===== src/rtl/bypass_pkg.sv =====
// Shared selection-code constants and the priority-pick helper used by the
// operand bypass mux and its combinational selector.
package bypass_pkg;

    // Largest supported source count; the helper works on a vector this wide.
    localparam int MAX_NSRC = 8;

    // Codes above the per-source range, expressed as offsets from NSRC.
    localparam int SRC_DEFAULT_OFS = 0;
    localparam int SRC_ZERO_OFS    = 1;

    // Index of the lowest set bit among the first nsrc bits, or nsrc when none.
    function automatic logic [3:0] prio_first(input logic [MAX_NSRC-1:0] req,
                                              input int nsrc);
        logic [3:0] idx;
        idx = 4'(nsrc);
        for (int i = MAX_NSRC - 1; i >= 0; i--) begin
            if (i < nsrc && req[i]) begin
                idx = 4'(i);
            end
        end
        return idx;
    endfunction

endpackage


===== src/rtl/bypass_prio_sel.sv =====
// Combinational priority selector: picks zero, the first hitting bypass
// source, or the register-file value, and flags multiple simultaneous hits.
module bypass_prio_sel
    import bypass_pkg::*;
#(
    parameter int WIDTH = 32,
    parameter int NSRC  = 4,
    parameter int SW    = $clog2(NSRC + 2)
) (
    input  logic [NSRC-1:0]       req,
    input  logic [NSRC*WIDTH-1:0] src_data,
    input  logic [WIDTH-1:0]      dflt_data,
    input  logic                  zero_force,
    output logic [WIDTH-1:0]      sel_data,
    output logic [SW-1:0]         sel_code,
    output logic                  sel_multi
);

    logic [MAX_NSRC-1:0] req_ext;
    logic [3:0]          first;
    logic [3:0]          hits;

    always_comb begin
        req_ext = '0;
        req_ext[NSRC-1:0] = req;
        first = prio_first(req_ext, NSRC);

        hits = '0;
        for (int i = 0; i < NSRC; i++) begin
            hits = hits + 4'(req[i]);
        end
        // Multi-hit is reported even when the result is forced to zero.
        sel_multi = (hits >= 4'd2);

        sel_data = dflt_data;
        sel_code = SW'(NSRC + SRC_DEFAULT_OFS);
        if (zero_force) begin
            sel_data = '0;
            sel_code = SW'(NSRC + SRC_ZERO_OFS);
        end else if (first < 4'(NSRC)) begin
            sel_code = SW'(first);
            for (int i = 0; i < NSRC; i++) begin
                if (first == 4'(i)) begin
                    sel_data = src_data[i*WIDTH +: WIDTH];
                end
            end
        end
    end

endmodule


===== src/rtl/operand_bypass_mux.sv =====
// Operand bypass mux with a registered valid/ready output stage.
// Define OPERAND_BYPASS_SKID_EN for a 2-entry (main + skid) stage with a registered in_ready.
module operand_bypass_mux #(
    parameter int WIDTH = 32,
    parameter int NSRC  = 4,
    parameter int SW    = $clog2(NSRC + 2)
) (
    input  logic                  clk,
    input  logic                  resetn,
    input  logic                  in_valid,
    output logic                  in_ready,
    input  logic [NSRC-1:0]       req,
    input  logic [NSRC*WIDTH-1:0] src_data,
    input  logic [WIDTH-1:0]      dflt_data,
    input  logic                  zero_force,
    input  logic                  flush,
    output logic                  out_valid,
    input  logic                  out_ready,
    output logic [WIDTH-1:0]      out_data,
    output logic [SW-1:0]         out_src,
    output logic                  out_multi
);

    // Handshake: a beat transfers on in_valid && in_ready && !flush at the
    // input and on out_valid && out_ready at the output; flush wins over both.

    logic [WIDTH-1:0] sel_data;
    logic [SW-1:0]    sel_code;
    logic             sel_multi;
    logic             accept;

    bypass_prio_sel #(
        .WIDTH (WIDTH),
        .NSRC  (NSRC),
        .SW    (SW)
    ) u_sel (
        .req        (req),
        .src_data   (src_data),
        .dflt_data  (dflt_data),
        .zero_force (zero_force),
        .sel_data   (sel_data),
        .sel_code   (sel_code),
        .sel_multi  (sel_multi)
    );

    logic             main_valid_q, main_valid_d;
    logic [WIDTH-1:0] main_data_q,  main_data_d;
    logic [SW-1:0]    main_src_q,   main_src_d;
    logic             main_multi_q, main_multi_d;

`ifdef OPERAND_BYPASS_SKID_EN
    logic             skid_valid_q, skid_valid_d;
    logic [WIDTH-1:0] skid_data_q,  skid_data_d;
    logic [SW-1:0]    skid_src_q,   skid_src_d;
    logic             skid_multi_q, skid_multi_d;
    logic             in_ready_q,   in_ready_d;
    logic             main_free;

    assign in_ready = in_ready_q;
    assign accept   = in_valid && in_ready_q && !flush;

    always_comb begin
        main_valid_d = main_valid_q;
        main_data_d  = main_data_q;
        main_src_d   = main_src_q;
        main_multi_d = main_multi_q;
        skid_valid_d = skid_valid_q;
        skid_data_d  = skid_data_q;
        skid_src_d   = skid_src_q;
        skid_multi_d = skid_multi_q;
        main_free    = !main_valid_q || out_ready;

        if (flush) begin
            main_valid_d = 1'b0;
            skid_valid_d = 1'b0;
        end else if (main_free) begin
            if (skid_valid_q) begin
                // Older skid beat moves up; a new beat (if any) refills skid.
                main_valid_d = 1'b1;
                main_data_d  = skid_data_q;
                main_src_d   = skid_src_q;
                main_multi_d = skid_multi_q;
                skid_valid_d = accept;
                if (accept) begin
                    skid_data_d  = sel_data;
                    skid_src_d   = sel_code;
                    skid_multi_d = sel_multi;
                end
            end else begin
                main_valid_d = accept;
                if (accept) begin
                    main_data_d  = sel_data;
                    main_src_d   = sel_code;
                    main_multi_d = sel_multi;
                end
            end
        end else if (accept) begin
            skid_valid_d = 1'b1;
            skid_data_d  = sel_data;
            skid_src_d   = sel_code;
            skid_multi_d = sel_multi;
        end

        in_ready_d = !skid_valid_d;
    end

    always_ff @(posedge clk or negedge resetn) begin
        if (!resetn) begin
            skid_valid_q <= 1'b0;
            skid_data_q  <= '0;
            skid_src_q   <= '0;
            skid_multi_q <= 1'b0;
            in_ready_q   <= 1'b1;
        end else begin
            skid_valid_q <= skid_valid_d;
            skid_data_q  <= skid_data_d;
            skid_src_q   <= skid_src_d;
            skid_multi_q <= skid_multi_d;
            in_ready_q   <= in_ready_d;
        end
    end
`else
    assign in_ready = !main_valid_q || out_ready;
    assign accept   = in_valid && in_ready && !flush;

    always_comb begin
        main_valid_d = main_valid_q;
        main_data_d  = main_data_q;
        main_src_d   = main_src_q;
        main_multi_d = main_multi_q;

        if (flush) begin
            main_valid_d = 1'b0;
        end else if (accept) begin
            main_valid_d = 1'b1;
            main_data_d  = sel_data;
            main_src_d   = sel_code;
            main_multi_d = sel_multi;
        end else if (out_ready) begin
            main_valid_d = 1'b0;
        end
    end
`endif

    always_ff @(posedge clk or negedge resetn) begin
        if (!resetn) begin
            main_valid_q <= 1'b0;
            main_data_q  <= '0;
            main_src_q   <= '0;
            main_multi_q <= 1'b0;
        end else begin
            main_valid_q <= main_valid_d;
            main_data_q  <= main_data_d;
            main_src_q   <= main_src_d;
            main_multi_q <= main_multi_d;
        end
    end

    assign out_valid = main_valid_q;
    assign out_data  = main_data_q;
    assign out_src   = main_src_q;
    assign out_multi = main_multi_q;

endmodule

===== config.mk =====
export PLATFORM = sky130hd
export DESIGN_NAME = operand_bypass_mux
export DESIGN_NICKNAME = d
export VERILOG_FILES = /design/src/rtl/bypass_pkg.sv /design/src/rtl/bypass_prio_sel.sv /design/src/rtl/operand_bypass_mux.sv
export SDC_FILE = /design/constraint.sdc
export NUM_CORES = 1
export LEC_CHECK = 0
export CORE_MARGIN = 2
export CORE_UTILIZATION = 38
export DETAILED_ROUTE_END_ITERATION = 7
export GPL_ROUTABILITY_DRIVEN = 1
export GPL_TIMING_DRIVEN = 0
export PLACE_DENSITY_LB_ADDON = 0.3
export SKIP_LAST_GASP = 1
export SLEW_MARGIN = 10
export SYNTH_ARGS = -nofsm -noshare
export SYNTH_HDL_FRONTEND = slang
export SYNTH_SLANG_ARGS = --single-unit

===== constraint.sdc =====
create_clock -name clk -period 4.56 [get_ports clk]
set_input_delay 0.912 -clock clk [delete_from_list [all_inputs] [get_ports clk]]
set_output_delay 0.912 -clock clk [all_outputs]
set_load 0.01 [all_outputs]

-- Word level (Yosys, flattened, before mapping)
Index checks and enable logic that the tools add are counted.
- flip-flop bits (word level): 37
- word-level logic and storage cells: 36
- add/sub/neg operators: 3
- $lt $le $gt $ge: 2
- eq/ne operators: 3
- mux-type cells: 15
- bitwise logic cells: 1
- reduce and logical (&&, ||, !) cells: 8
- operators with widths (operator ; number):
    $mux 32 ; 6
    $mux 4 ; 3
    $mux 3 ; 3
    $add 4x1->4 ; 2
    $eq 4x2->1 const B ; 2
    $eq 4x1->1 const B ; 1
    $ge 4x2->1 const B ; 1
    $logic_not 4->1 ; 1
    $lt 4x3->1 const B ; 1
    $mux 1 ; 3
    $reduce_bool 3->1 ; 1
    $add 1x1->2 ; 1
    $logic_and 1x1->1 ; 2
    $logic_not 1->1 ; 2
    $reduce_and 2->1 ; 1
    $logic_or 1x1->1 ; 1
    $not 1->1 ; 1

-- Logic depth before layout (Yosys ltp)
- depth in word-level cells: 11
- mapped depth: 7
- gate-level depth less buffers: 4

-- Modules after synthesis
Synthesis repeated with hierarchy kept, for this count alone.
- cell total of the unflattened synthesis: 365
- area, all modules: 3717.3 um2
- modules (own cells, without submodules) (module ; times used ; cells each ; area each (um2) ; sequential area each (um2)):
    bypass_prio_sel ; 1 ; 283 ; 2164.6 ; 0.0
    operand_bypass_mux ; 1 ; 82 ; 1552.7 ; 925.9

-- Worst setup path before layout
OpenSTA, ideal clock, no wires.
- path kind: input -> register
- start point: input req[1]
- end point: register main_data_q[23] (netlist: out_data[23])
- arrival: 2.059 ns
- path slack: 2.380 ns
- cell stages on the path: 7
- cell sequence: buf_6 -> or4b_1 -> buf_2 -> buf_6 -> nor2_2 -> a21oi_1 -> a22o_1
- longest elaborated chain between the ends: 9
- elaborated cells on any way between the ends: 13
- RTL lines (item ; RTL line ; source):
    start: declaration ; operand_bypass_mux.sv:12 ; input logic [NSRC-1:0] req,
    $mux 4 * (2 in series) ; bypass_pkg.sv:18 ; if (i < nsrc && req[i]) begin
    $logic_not 4->1 ; bypass_prio_sel.sv:43 ; if (first == 4'(i)) begin
    $mux 32 (4 in series) ; bypass_prio_sel.sv:43 ;
    $mux 32 * ; bypass_prio_sel.sv:40 ; end else if (first < 4'(NSRC)) begin
    $mux 32 * ; bypass_prio_sel.sv:37 ; if (zero_force) begin
    end signal: assignment ; operand_bypass_mux.sv:153 ; main_data_q <= main_data_d;
    end: declaration ; operand_bypass_mux.sv:47 ; logic [WIDTH-1:0] main_data_q, main_data_d;
Every way passes the cells marked *; elsewhere a longest branch is shown, timed or not.
A chain may end at the register's enable or synchronous reset.

-- Final worst setup path
- start point: input out_ready
- end point: output in_ready
- longest elaborated chain between the ends: 1
- RTL lines (item ; RTL line ; source):
    start: declaration ; operand_bypass_mux.sv:18 ; input logic out_ready,
    $logic_or 1x1->1 ; operand_bypass_mux.sv:123 ; assign in_ready = !main_valid_q || out_ready;
    end: declaration ; operand_bypass_mux.sv:11 ; output logic in_ready,
No other way between the ends.

==> flow_summary.toml <==
[floorplanning]
core_area_um2 = 7250
dieArea_um2 = 8230
die_y_um = 90.7
initial_core_util_pct = 39.4
pin_count = 208
rows = 31
die_w_um = 90.7

[cts]
clock_latency_ps = 300
path_clk_slew_ps = 80
post-cts-setup-buffer-count = 0
cts-buffers-inserted = 5
cts_sinks = 37
post_cts_resized = 0
root_buffer = "clkbuf_8"
clk_path_buf_depth = 2
cts_tree = "built"
ctsHoldBuffers = 0
htreeDepth = 2

[worst_setup_path]
required_ps = 3650
crit_path_max_fanout = 3
cp-end-kind = "output port"
worstSetupStartpoint = "out_ready"
worstSetupPathType = "in2out"
r2r-start = "out_valid"
start_kind = "primary input"
critPathArrivalTime_ps = 2080

[logic_synthesis]
yosysMostFrequentCell = "a21oi_1"
synth_top_area_share_pct = 32.4
yosysUniqueCellTypes = 34
synthFlopType = "dfrtp_1"
synth_area_um2 = 2860
async_flop_share_pct = 100
synth_common_cells = "a21oi_1 (58), nand2_1 (38), dfrtp_1 (37)"
synth.area.top_cells = "dfrtp_1 (32%), a21oi_1 (10%), a22o_1 (6.7%)"
yosysWarnings = 0
syn_nets = 525
ys_seq_elements = 37
syn_area_per_cell_um2 = 8.10
netlist_instances = 353
synth_edf_count = 0
yosysTopAreaCell = "dfrtp_1"
synth-seq-area-share_pct = 32.4

[sta]
rsz0062_at_grt = "false"
hold_violations = 0
setup_viol = 0
finalCritPeriodShare_pct = 65.7
worstMarginPinSlew_ps = 789
tns_ps = 0
maxSlewHeadroom_pct = 47.2
fin_skew_ps = 4.37
maxSlewViolCount = 0
fmax_mhz = 334
fin_crit_ps = 3000

[pwr]
power_density_nw_per_um2 = 220
leakagePower_uw = 0.00210
ir_worst_vdd_v = 0.000111

[grt]
grt_pass1_wl_mm = 19.2
antenna_found_initial = 0
grt_usage_pct = 29.2
overflow = 0
grt_pass1_vias = 3662
grt_max_degree = 36

[drt]
num_vias = 3634
drt-initial-drc-count = 221
wl_mm = 12.2
drc = 0
wl_per_cell_um = 18.3
viasPerCell = 5.44
drt_pass1_iterations = 5
antenna_left = 0

[cells_and_area]
finish.utilization_pct = 71.0
antenna_cells = 0
drive_gt1_share_pct = 7.91
fin_nets = 740
syn_to_final_growth_pct = 80.3

[placement]
dp_hpwl_mm = 9.43
gp_congestion = 0.888
port_buffers = 207

[status]
outcome = "complete, no violations"

[run]
cap_violations = 0

[min_path]
min_path_type = "in2async"
worst max-delay path: stages:
cell and delay (ps):
clkdlybuf4s50_1 460, nand2b_1 160, clkdlybuf4s50_1 550
area by class of cell:
cell class | instances | area (um2)
Buffer | 37 | 184
Clock buffer | 6 | 72.6
Clock inverter | 2 | 10.0
Fill cell | 592 | 2100
Inverter | 12 | 45.0
Multi-Input combinational cell | 267 | 1700
Sequential cell | 37 | 926
Tap cell | 99 | 124
Timing Repair Buffer | 208 | 2090
worst paths after layout:
| path | end | depth (start not counted) | slack [ps] |
|---|---|---|---|
| min in group clk | out_src[1] | 2 | 490 |
| worst min-delay path | out_data[8] | 1 | 400 |
| worst max register to register | out_data[25] | 5 | 2420 |
| worst max-delay path | in_ready | 3 | 1560 |
| worst min register to register | out_src[1] | 2 | 490 |
| max in group asynchronous | out_src[1] | 2 | 3770 |
where the power goes:
part | internal (uW) | total (uW) | switching [uW]
combinational | 297 | 485 | 188
clock | 106 | 239 | 133
sequential | 377 | 406 | 29.4
cells by family after synthesis:
| kind of cell | count (synthesis) | share of synthesized area, % |
|---|---|---|
| AO/OA/AOI/OAI | 153 | 35.4 |
| AND/OR/NAND/NOR | 102 | 19.8 |
| buffers and inverters | 49 | 8.01 |
| flip-flops | 37 | 32.4 |
| multiplexers | 10 | 3.50 |
| adder cells (fa/ha/maj) | 2 | 0.876 |
sequential cells by signal (all words and copies together) (netlist names):
signal and flops:
out_src 3, out_valid 1, out_data 32, out_multi 1
per-stage QoR:
stage / hold slack (ps) / area, um2 / total power [uW] / setup slack, ps / instances
3_3_place_gp: 465 / 5050 / 884 / 1540 / 659
2_1_floorplan: 516 / 2860 / 588 / 2380 / 353
3_5_place_dp: 475 / 5070 / 895 / 1490 / 660
4_1_cts: 408 / 5150 / 1130 / 1570 / 668
6_report: 403 / 5150 / 1130 / 1560 / 668
5_1_grt: 403 / 5150 / 1180 / 1540 / 668
metal layers:
metal	GRT usage [%]	up-vias	part of all wire [%]
met1	36.3	1715	41
met4	7.95	0	2.3
met3	7.68	24	8.7
li1	-	1731	-
met5	0	-	0
met2	49.9	164	47
cell usage in the layout (no fill, tap or decap), types with 2 or more instances in the layout:
master | netlist | routed
a41oi_1 | 9 | 9
inv_1 | 12 | 12
buf_1 | 4 | 4
o21ai_0 | 6 | 6
a21o_1 | 22 | 22
dfrtp_1 | 37 | 37
buf_6 | 4 | 4
o221ai_1 | 8 | 8
buf_2 | 9 | 10
a22o_1 | 22 | 22
ha_1 | 2 | 2
nand2_1 | 38 | 38
mux2i_1 | 10 | 10
nor2_1 | 5 | 5
clkdlybuf4s50_1 | 0 | 206
nor2b_1 | 2 | 2
nor3_1 | 9 | 9
nor3b_1 | 22 | 22
clkbuf_8 | 0 | 5
nor2_2 | 20 | 20
clkbuf_1 | 19 | 20
o22ai_1 | 22 | 22
clkinv_2 | 0 | 2
a21oi_1 | 58 | 58
Note: power is estimated with default switching activity, not from simulation.
